$ cat src/rtl/instr_sequencer.sv
// -----------------------------------------------------------------------------
// instr_sequencer
//   Multi-cycle control FSM for the RISC core. It steps each instruction
//   through FETCH -> DECODE -> EXEC -> (MEM) -> WB. It owns the PC and the
//   {N,Z,C} flags register, drives the imem/dmem request handshakes, resolves
//   branches and produces the link value for bl.
//
//   Optional feature macro: SEQ_WATCHDOG_EN
//     When it is defined, the sequencer stops waiting for imem_ack/dmem_ack
//     after TIMEOUT cycles. It then enters a sticky FAULT state with fault=1.
//     When it is not defined, the sequencer waits for an ack without limit and
//     fault is tied to 0.
//
// Parameters
//   ADDR_W    PC / address width
//   RESET_PC  PC value loaded on reset
//   TIMEOUT   ack-wait limit in cycles (SEQ_WATCHDOG_EN only)
//
// Ports
//   clk, rst                     clock; synchronous active-high reset
//   run                          level; allows a new fetch (sampled in IDLE/WB)
//   imem_req/imem_addr/imem_ack  instruction fetch handshake (addr = pc)
//   branch, function_code        decoder branch class and function code
//   is_mem, is_halt, flag_we,
//   wb_en                        decoder instruction attributes
//   alu_neg/alu_zero/alu_carry   ALU flags, valid in EXEC
//   reg1_value, branch_address   register / immediate branch targets
//   dmem_req/dmem_ack            data memory handshake
//   reg_we, link_we, link_value  write-back strobes and the bl link value
//   pc, flags                    architectural PC and {N,Z,C}
//   halted, fault                sticky HALT / watchdog FAULT indicators
// -----------------------------------------------------------------------------
module instr_sequencer #(
  parameter int                ADDR_W   = 32,
  parameter logic [ADDR_W-1:0] RESET_PC = '0,
  parameter int                TIMEOUT  = 16
) (
  input  logic              clk,
  input  logic              rst,
  input  logic              run,
  output logic              imem_req,
  output logic [ADDR_W-1:0] imem_addr,
  input  logic              imem_ack,
  input  logic [1:0]        branch,
  input  logic [5:0]        function_code,
  input  logic              is_mem,
  input  logic              is_halt,
  input  logic              flag_we,
  input  logic              wb_en,
  input  logic              alu_neg,
  input  logic              alu_zero,
  input  logic              alu_carry,
  input  logic [31:0]       reg1_value,
  input  logic [ADDR_W-1:0] branch_address,
  output logic              dmem_req,
  input  logic              dmem_ack,
  output logic              reg_we,
  output logic              link_we,
  output logic [ADDR_W-1:0] link_value,
  output logic [ADDR_W-1:0] pc,
  output logic [2:0]        flags,
  output logic              halted,
  output logic              fault
);

  typedef enum logic [2:0] {
    S_IDLE,
    S_FETCH,
    S_DECODE,
    S_EXEC,
    S_MEM,
    S_WB,
    S_HALT
`ifdef SEQ_WATCHDOG_EN
    , S_FAULT
`endif
  } state_t;

  state_t            state_q, state_d;
  logic [ADDR_W-1:0] pc_q, pc_d;
  logic [ADDR_W-1:0] pc_next_q, pc_next_d;  // branch outcome, captured in EXEC
  logic [2:0]        flags_q, flags_d;      // {N,Z,C}

  logic [ADDR_W-1:0] seq_pc;
  logic [ADDR_W-1:0] resolved_pc;
  logic              flag_n, flag_z, flag_c;

  assign seq_pc = pc_q + ADDR_W'(1);  // wraps modulo 2^ADDR_W
  assign flag_n = flags_q[2];
  assign flag_z = flags_q[1];
  assign flag_c = flags_q[0];

  // The branch decision reads the registered flags. An instruction that also
  // sets flags therefore branches on the flags that were valid before it.
  always_comb begin
    resolved_pc = seq_pc;
    unique case (branch)
      2'b01: begin
        unique case (function_code)
          6'd0:    resolved_pc = reg1_value[ADDR_W-1:0];
          6'd1:    resolved_pc = flag_n  ? branch_address : seq_pc;
          6'd2:    resolved_pc = flag_z  ? branch_address : seq_pc;
          6'd3:    resolved_pc = !flag_z ? branch_address : seq_pc;
          default: resolved_pc = seq_pc;
        endcase
      end
      2'b10: begin
        unique case (function_code)
          6'd0:    resolved_pc = branch_address;
          6'd1:    resolved_pc = flag_c  ? branch_address : seq_pc;
          6'd2:    resolved_pc = !flag_c ? branch_address : seq_pc;
          default: resolved_pc = seq_pc;
        endcase
      end
      2'b11:   resolved_pc = branch_address;
      default: resolved_pc = seq_pc;
    endcase
  end

`ifdef SEQ_WATCHDOG_EN
  localparam int                WD_W    = $clog2(TIMEOUT + 1);
  localparam logic [WD_W-1:0]   WD_LAST = WD_W'(TIMEOUT - 1);

  logic [WD_W-1:0] wd_q, wd_d;
  logic            wd_expired;

  // The counter only runs while waiting for an ack. It is held at zero in
  // every other state, so each entry to FETCH/MEM starts a fresh count.
  always_comb begin
    wd_d = '0;
    if ((state_q == S_FETCH && !imem_ack) || (state_q == S_MEM && !dmem_ack))
      wd_d = wd_q + WD_W'(1);
  end

  assign wd_expired = (wd_q == WD_LAST);

  always_ff @(posedge clk) begin
    if (rst) wd_q <= '0;
    else     wd_q <= wd_d;
  end
`endif

  // Next-state logic and outputs.
  always_comb begin
    // NOTE: give every output of a combinational block a value before the
    // case statement. If any path leaves a signal unassigned, synthesis
    // infers a latch.
    state_d    = state_q;
    pc_d       = pc_q;
    pc_next_d  = pc_next_q;
    flags_d    = flags_q;
    imem_req   = 1'b0;
    dmem_req   = 1'b0;
    reg_we     = 1'b0;
    link_we    = 1'b0;
    halted     = 1'b0;
    fault      = 1'b0;

    unique case (state_q)
      S_IDLE: begin
        // A late imem_ack arriving here, for example after a reset that cut a
        // fetch short, has no effect.
        if (run) state_d = S_FETCH;
      end
      S_FETCH: begin
        imem_req = 1'b1;
        if (imem_ack) state_d = S_DECODE;
`ifdef SEQ_WATCHDOG_EN
        else if (wd_expired) state_d = S_FAULT;
`endif
      end
      S_DECODE: begin
        state_d = is_halt ? S_HALT : S_EXEC;
      end
      S_EXEC: begin
        pc_next_d = resolved_pc;
        if (flag_we) flags_d = {alu_neg, alu_zero, alu_carry};
        state_d = is_mem ? S_MEM : S_WB;
      end
      S_MEM: begin
        dmem_req = 1'b1;
        if (dmem_ack) state_d = S_WB;
`ifdef SEQ_WATCHDOG_EN
        else if (wd_expired) state_d = S_FAULT;
`endif
      end
      S_WB: begin
        reg_we  = wb_en;
        link_we = (branch == 2'b11);
        pc_d    = pc_next_q;
        state_d = run ? S_FETCH : S_IDLE;
      end
      S_HALT: begin
        halted = 1'b1;  // sticky until rst; pc stays at the halt instruction
      end
`ifdef SEQ_WATCHDOG_EN
      S_FAULT: begin
        fault = 1'b1;   // sticky until rst; all requests and strobes stay low
      end
`endif
      default: state_d = S_IDLE;
    endcase
  end

  // NOTE: sequential state is updated with non-blocking assignments so that
  // every register samples the values from before the clock edge, whatever
  // order the statements appear in.
  always_ff @(posedge clk) begin
    if (rst) begin
      state_q   <= S_IDLE;
      pc_q      <= RESET_PC;
      pc_next_q <= RESET_PC;
      flags_q   <= '0;
    end else begin
      state_q   <= state_d;
      pc_q      <= pc_d;
      pc_next_q <= pc_next_d;
      flags_q   <= flags_d;
    end
  end

  assign imem_addr  = pc_q;
  assign pc         = pc_q;
  assign flags      = flags_q;
  assign link_value = seq_pc;  // pc+1; only meaningful while link_we is high

endmodule
$ cat config.mk
export PLATFORM = sky130hd
export DESIGN_NAME = instr_sequencer
export DESIGN_NICKNAME = d
export VERILOG_FILES = /design/src/rtl/instr_sequencer.sv
export SDC_FILE = /design/constraint.sdc
export NUM_CORES = 1
export LEC_CHECK = 0
export ABC_CLOCK_PERIOD_IN_PS = 2000
export CAP_MARGIN = 20
export CORE_ASPECT_RATIO = 1.2
export CORE_UTILIZATION = 25
export CTS_CLUSTER_DIAMETER = 60
export DETAILED_ROUTE_END_ITERATION = 6
export MAX_ROUTING_LAYER = met4
export PLACE_DENSITY = 0.52
export SETUP_SLACK_MARGIN = 0.4
export SYNTH_ARGS = -nofsm -noshare
export SYNTH_HDL_FRONTEND = slang
export SYNTH_SLANG_ARGS = --single-unit
$ cat constraint.sdc
create_clock -name clk -period 2 [get_ports clk]
set_input_delay 0.4 -clock clk [delete_from_list [all_inputs] [get_ports clk]]
set_output_delay 0.4 -clock clk [all_outputs]
set_load 0.005 [all_outputs]
==> metrics.yaml, run 1 <==
synth:
  synth_compound_area_share_pct: 29.7
  ys_seq_elements: 70
  synth.top_cell.area_share_pct: 27.5
  synthAdderAreaFrac_pct: 0.245
  avgSynthCellArea_sq_um: 7.43
  synth_ff_type: "dfxtp_1"
  synth_cell_type_count: 78
  async_reset_ff_share_pct: 0
  syn_inst: 686
  syn-num-nets: 771
  synth_common_cells: "nand2_1, dfxtp_1, a21oi_1, nor2_1, buf_4"
  synth_enable_flop_cells: 0
  synth-xor-area-share_pct: 5.89
  ys_seq_area_share_pct: 27.5
  synth_most_common_cell: "nand2_1"
  synth_top_family_by_area: "compound AO/OA/AOI/OAI gates"
  synth_simple_gate_area_share_pct: 26.1
  synth.area.top_cells: "dfxtp_1, nand2_1, a21oi_1"
  yosys_warnings: 0
  synthesis.area_sq_mm: 0.00510
  yosys.area.top_type: "dfxtp_1"
  muxShareOfSynthArea_pct: 0.884
sta:
  period_needed_ns: 2.47
  timing.slew.headroom_pct: 64.4
  hold_slack_ns: 0.408
  tightest_slew_ns: 0.534
  min_period_over_period_pct: 124
  fin_ws_ns: -0.473
  finalHoldViolations: 0
  setup_viol_count_final: 41
  skew_ns: 0.00755
  rsz0062_at_grt: "yes"
  max_freq_mhz: 404
  slew_viol_final: 0
setup_path:
  path_class: "reg -> out"
  endpoint_kind: "output port"
  cpPeakStageDelay_ns: 0.35
  path_cells: "nand4_4 > nor4_4 > buf_4 > buf_6 > and2_4 > nand2_4 > xnor2_4 > buf_2"
  cp.required_ns: 1.60
  reg2reg_slack_ns: -0.31
  cp_max_fo: 3
  rr_worst_depth: 15
  cp_data_arrival_time_ns: 2.07
  r2r_start: "imem_addr[0]$_SDFFE_PP0N_"
  reg2reg_to: "pc_next_q[29]$_SDFFE_PP0P_"
  cpMaxStageDelayCell: "dfxtp_2"
  cp-start-kind: "register"
grt:
  overflow: 0
  grt_pass1_wl_um: 38600
  antenna_found_initial: 0
  grt_usage_pct: 24.7
  grt_start_max_net_pins: 43
  grt_pass1_vias: 6907
die:
  core_sq_mm: 0.0198
  num_rows: 56
  die_x_um: 132
  die-height_um: 158
  dieArea_sq_mm: 0.0210
  start_util_pct: 25.8
  ios: 189
cts:
  cts_root_buffer: "clkbuf_16"
  cts_htree_levels: 3
  clk_latency_ns: 0.34
  ctsHoldBuffers: 0
  cts-buffers-inserted: 9
  cts.path.max_buffers: 2
  cts_sinks: 70
  tritoncts: "built"
  clkTransAtPathRegs_ns: 0.06
detailed_routing:
  drcViolationCount: 0
  wl_met3_um: 1080
  ant_nets: 0
  wire_per_inst_um: 18.7
  met2_length_um: 13100
  viasPerCell: 5.03
  wl_um: 25500
  drtPass1Iterations: 5
  drt_iter0_drc: 398
  top_layer_used: "met4"
  wl_met1_um: 10600
  vias: 6861
flow_run:
  drv_cap: 0
outcome:
  outcome: "finished with violations"
  failed_checks: "negative setup slack"
finish:
  drive_gt1_share_pct: 49.6
  area_growth_pct: 114
  fin_nets: 1184
  diodes: 0
  fillCellCount: 1819
  fin_util_pct: 55.2
place:
  portBuffers: 187
  place_congestion: 0.951
  post-dp-hpwl_um: 17900
pwr:
  peakVddDrop_uv: 381
  cellLeakagePower_nw: 4.88
  powerDensity_mw_per_mm2: 399
hold_path:
  hold_end: "pc_next_q[29]$_SDFFE_PP0P_"
  hp-start: "rst"
  hold_depth: 2
  hold_path.class: "in -> reg"
==> area by class of cell <==
cell class / instances / area (sq um) / share of cell area [%]
flip-flops and latches: 70 / 1470 / 13.5
multi-input cells: 524 / 4280 / 39.3
clock buffers: 12 / 256 / 2.35
clock inverters: 4 / 45.0 / 0.413
well taps: 261 / 327 / 2.99
repair buffers: 482 / 4480 / 41.0
inverters: 12 / 52.6 / 0.482
==> critical path: cells and delay by family (launching register included) <==
family | cells | cell delay, ns
xor+xnor | 1 | 0.18
flops | 1 | 0.35
simple gates | 4 | 0.77
buf+inv | 3 | 0.43
==> where the power goes <==
group | leakage, nW | switching (mW) | internal (mW)
Combinational | 4.14 | 0.622 | 0.594
Clock | 0.152 | 0.631 | 1.03
Sequential | 0.585 | 0.0369 | 1.44
==> layout by cell type, fill, tap and decap left out, types with 27 or more instances in the layout <==
master and count:
dfxtp_2 27, dfxtp_1 34, a21oi_1 60, dlygate4sd2_1 44
nand2_1 109, nor2_1 36, clkdlybuf4s50_1 74, buf_2 38
buf_6 116, buf_4 164
==> sequential cells by signal, summed over array words and instances, names as in the netlist <==
signal     flops
imem_addr     32
pc_next_q     32
flags          3
state_q        3
==> metal layers <==
layer | GRT usage, % | vias up
li1 | - | 3313
met1 | 28.8 | 3285
met2 | 44.5 | 220
met3 | 2.67 | 43
met4 | 7.99 | 0
met5 | - | -
==> worst max-delay path by stage <==
stage,cells past startpoint,end,slack [ns],start
after floorplan,6,pc_next_q[3]$_SDFFE_PP0P_,0.14,function_code[2]
after global placement,9,pc_next_q[27]$_SDFFE_PP0P_,-0.53,function_code[2]
after detailed placement,9,pc_next_q[27]$_SDFFE_PP0P_,-0.57,function_code[2]
after CTS,8,link_value[23],-0.46,imem_addr[4]$_SDFFE_PP0N_
after global routing,8,link_value[23],-0.53,imem_addr[4]$_SDFFE_PP0N_
final,8,link_value[23],-0.47,imem_addr[4]$_SDFFE_PP0N_
==> what timing repair did <==
action	CTS	global route
endpoints found under the hold margin	0	0
setup buffers	103	20
resized for setup	482	92
cloned	2	0
pin swaps	87	50
setup endpoints to repair	136	80
==> per-stage QoR <==
step / area [sq um] / power [mW] / worst slack (ns) / setup TNS [ns] / cells
final: 10900 / 4.35 / -0.473 / -10.44 / 1365
after global routing: 10900 / 4.53 / -0.531 / -13.90 / 1365
after CTS: 10400 / 4.28 / -0.461 / -9.81 / 1345
after detailed placement: 8520 / 2.51 / -0.573 / -23.54 / 1224
after global placement: 8520 / 2.51 / -0.528 / -23.06 / 1224
after floorplan: 5530 / 1.99 / 0.136 / 0 / 686
==> cell families after synthesis <==
family,Yosys count
compound gates,221
xor+xnor,30
fa+ha+maj,1
buf+inv,92
flops,70
mux,4
other cells,1
simple gates,267
No activity file was read; power rests on OpenSTA's default activity.
==> run 2: changes to the inputs <==
- ABC_AREA: unset -> 1
- PLACE_DENSITY: 0.52 -> 0.49
==> run 2 against run 1 <==
  * The flow still finishes with violations (negative setup slack)
  * Die area up 27%
  * Clock power up 3%
  * Maximum frequency up 3.7%
  * Final area up 24%
  * Clock skew up 0.0026 ns
  * Critical path depth up 5
  * Largest cell class is now multi-input gates
==> metrics.yaml, run 2 <==
outcome:
  outcome: "finished with violations"
  failed_checks: "negative setup slack"
synth:
  yosys.area.top_type: "dfxtp_1"
  ys_seq_elements: 70  # unchanged
  synth.top_cell.area_share_pct: 21.5  # -6.0 points
  synth_ff_type: "dfxtp_1"
  avgSynthCellArea_sq_um: 5.54  # -25%
  synth_enable_flop_cells: 0  # unchanged
  ys_seq_area_share_pct: 21.5  # -6.0 points
  syn-num-nets: 1261  # +64%
  syn_inst: 1176  # +71%
  synth_common_cells: "nand2_1, inv_1, o21ai_0, nor2_1, a21oi_1"
  synth_most_common_cell: "nand2_1"
  synth.area.top_cells: "dfxtp_1, nand2_1, o21ai_0"
  synth_cell_type_count: 37  # -53%
  yosys_warnings: 0  # unchanged
  async_reset_ff_share_pct: 0  # unchanged
  synthesis.area_sq_mm: 0.00651  # +28%
grt:
  grt_usage_pct: 25.9  # +1.1 points
  grt_pass1_vias: 9003  # +30%
  grt_pass1_wl_um: 50900  # +32%
  grt_start_max_net_pins: 46  # +7.0%
  antenna_found_initial: 0  # unchanged
  overflow: 0  # unchanged
pwr:
  power_mw: 6.40  # +47%
  cellLeakagePower_nw: 6.38  # +31%
  powerDensity_mw_per_mm2: 474  # +19%
  peakVddDrop_uv: 409  # +7.5%
place:
  dp.cells: 1834  # +50%
  portBuffers: 187  # unchanged
  place_congestion: 0.914  # -3.9%
  post-dp-hpwl_um: 25000  # +40%
finish:
  final_cell_mix: "nand2_1, buf_4, buf_6"
  drive_gt1_share_pct: 43.7  # -6.0 points
  fillCellCount: 2413  # +33%
  diodes: 0  # unchanged
  instances_no_fill: 1999  # +46%
  fin_util_pct: 52.9  # -2.3 points
  fin_nets: 1749  # +48%
  area_growth_pct: 107
  final_common_cell: "nand2_1"
setup_path:
  path_cells: "buf_6 > inv_6 > nor2_4 > buf_6 > nand2_4 > buf_6 > nor2_4 > buf_6 > buf_6 > nand3_4 > nand2_4 > inv_2 > buf_6"
  cp.required_ns: 1.60  # about the same
  critPathTopFamily: "buffers and inverters"
  cp_data_arrival_time_ns: 1.99  # -0.08 ns
  critPathBufInv: 8  # +5
  cpPeakStageDelay_ns: 0.38  # +0.03 ns
  path_class: "reg -> out"
  endpoint_kind: "output port"
  cpMaxStageDelayCell: "dfxtp_4"
  cp_max_fo: 4  # +1
  worst_path_most_repeated_cell: "buf_6"
  cp-start-kind: "register"
  crit_path_start: "imem_addr[0]$_SDFFE_PP0N_"
  r2r_start: "imem_addr[0]$_SDFFE_PP0N_"
cts:
  cts.path.max_buffers: 2  # unchanged
  cts_root_buffer: "clkbuf_16"
  cts_sinks: 70  # unchanged
  clk_latency_ns: 0.34  # about the same
  cts_htree_levels: 3  # unchanged
  cts-buffers-inserted: 9  # unchanged
  clkTransAtPathRegs_ns: 0.06  # about the same
  tritoncts: "built"
die:
  num_rows: 64  # +14%
  start_util_pct: 25.5  # -0.31 points
  dieArea_sq_mm: 0.0267  # +27%
  die_x_um: 149  # +13%
  ios: 189  # unchanged
  core_sq_mm: 0.0255  # +29%
  die-height_um: 179  # +13%
detailed_routing:
  drtPass1Iterations: 5  # unchanged
  wl_um: 34400  # +35%
  viasPerCell: 4.80  # -4.5%
  drcViolationCount: 0  # unchanged
  wire_per_inst_um: 17.2  # -7.9%
  ant_nets: 0  # unchanged
  drt_iter0_drc: 532  # +34%
  vias: 9599  # +40%
sta:
  slew_viol_final: 0  # unchanged
  setup_tns_ns: -11.19  # -0.748 ns
  skew_ns: 0.0102  # +0.00260 ns
  period_needed_ns: 2.39  # -0.0874 ns
  finalHoldViolations: 0  # unchanged
  max_freq_mhz: 419  # +3.7%
  fin_ws_ns: -0.385  # +0.0874 ns
  hold_slack_ns: 0.462  # +0.0536 ns
  min_period_over_period_pct: 119  # -4.4 points
  setup_viol_count_final: 50  # +22%
  rsz0062_at_grt: "yes"
hold_path:
  hp-start: "pc_next_q[29]$_SDFFE_PP0P_"
  hold_path.class: "reg -> reg"
flow_run:
  drv_cap: 0  # unchanged
==> run 2: power by group <==
group          switching, mW  internal [mW]  total (mW)  leakage (nW)
sequential             0.182           1.60        1.78         0.589
clock                  0.671           1.04        1.71         0.151
combinational           1.46           1.45        2.91          5.64
==> run 2: final cells by class <==
type                       count  area (sq um)  area share [%]
sequential                    70          1490            11.0
clock inverter                 5          56.3           0.417
timing repair inverter         1          7.51          0.0556
tap                          330           413            3.06
timing repair buffer         556          5260            38.9
clock buffer                  11           254            1.88
multi-input combinational    881          5440            40.3
inverter                     145           586            4.34
==> run 2: final timing paths <==
kind / endpoint / slack [ns] / cells past startpoint
setup / recovery: link_value[25] / -0.39 / 13
hold reg to reg: pc_next_q[29]$_SDFFE_PP0P_ / 0.46 / 2
hold / removal: pc_next_q[29]$_SDFFE_PP0P_ / 0.46 / 2
setup reg to reg: pc_next_q[25]$_SDFFE_PP0P_ / -0.26 / 19
==> run 2: metrics by stage <==
stage | instance area, sq um | setup WS [ns]
after detailed placement | 10300 | -0.483
after global placement | 10300 | -0.441
after CTS | 12400 | -0.378
after global routing | 13500 | -0.425
final | 13500 | -0.385
after floorplan | 6730 | 0.241
==> run 2: what timing repair did <==
action / in CTS / in global routing
setup buffers: 113 / 32
endpoints found under the setup margin: 139 / 96
gates cloned: 3 / 1
hold buffers: 0 / 0
pin swaps: 123 / 141
hold endpoints to repair: 0 / 0
resized for setup: 545 / 241
==> run 2: cells by family after synthesis <==
group | synth area share (%)
flip-flops | 21.5
XOR/XNOR | 1.88
AO/OA/AOI/OAI | 21.8
adder cells (fa/ha/maj) | 0.192
AND/OR/NAND/NOR | 39.2
other | 0.0576
buffers and inverters | 15.3
==> run 2: metal layers <==
metal  global-route usage [%]  wire length, um  vias to the layer above  part of all wire, %
met4                     9.74             1230                        0                  3.6
li1                         -                -                     4763                    -
met2                     43.6            17200                      286                   50
met5                        -                0                        -                    0
met1                     32.0            14800                     4491                   43
met3                     2.16             1160                       59                  3.4
==> run 2: worst min-delay path, cell delays in order (launching register included) <==
cell and delay [ns]:
dfxtp_1 0.30, nand2_1 0.06, a21oi_1 0.05
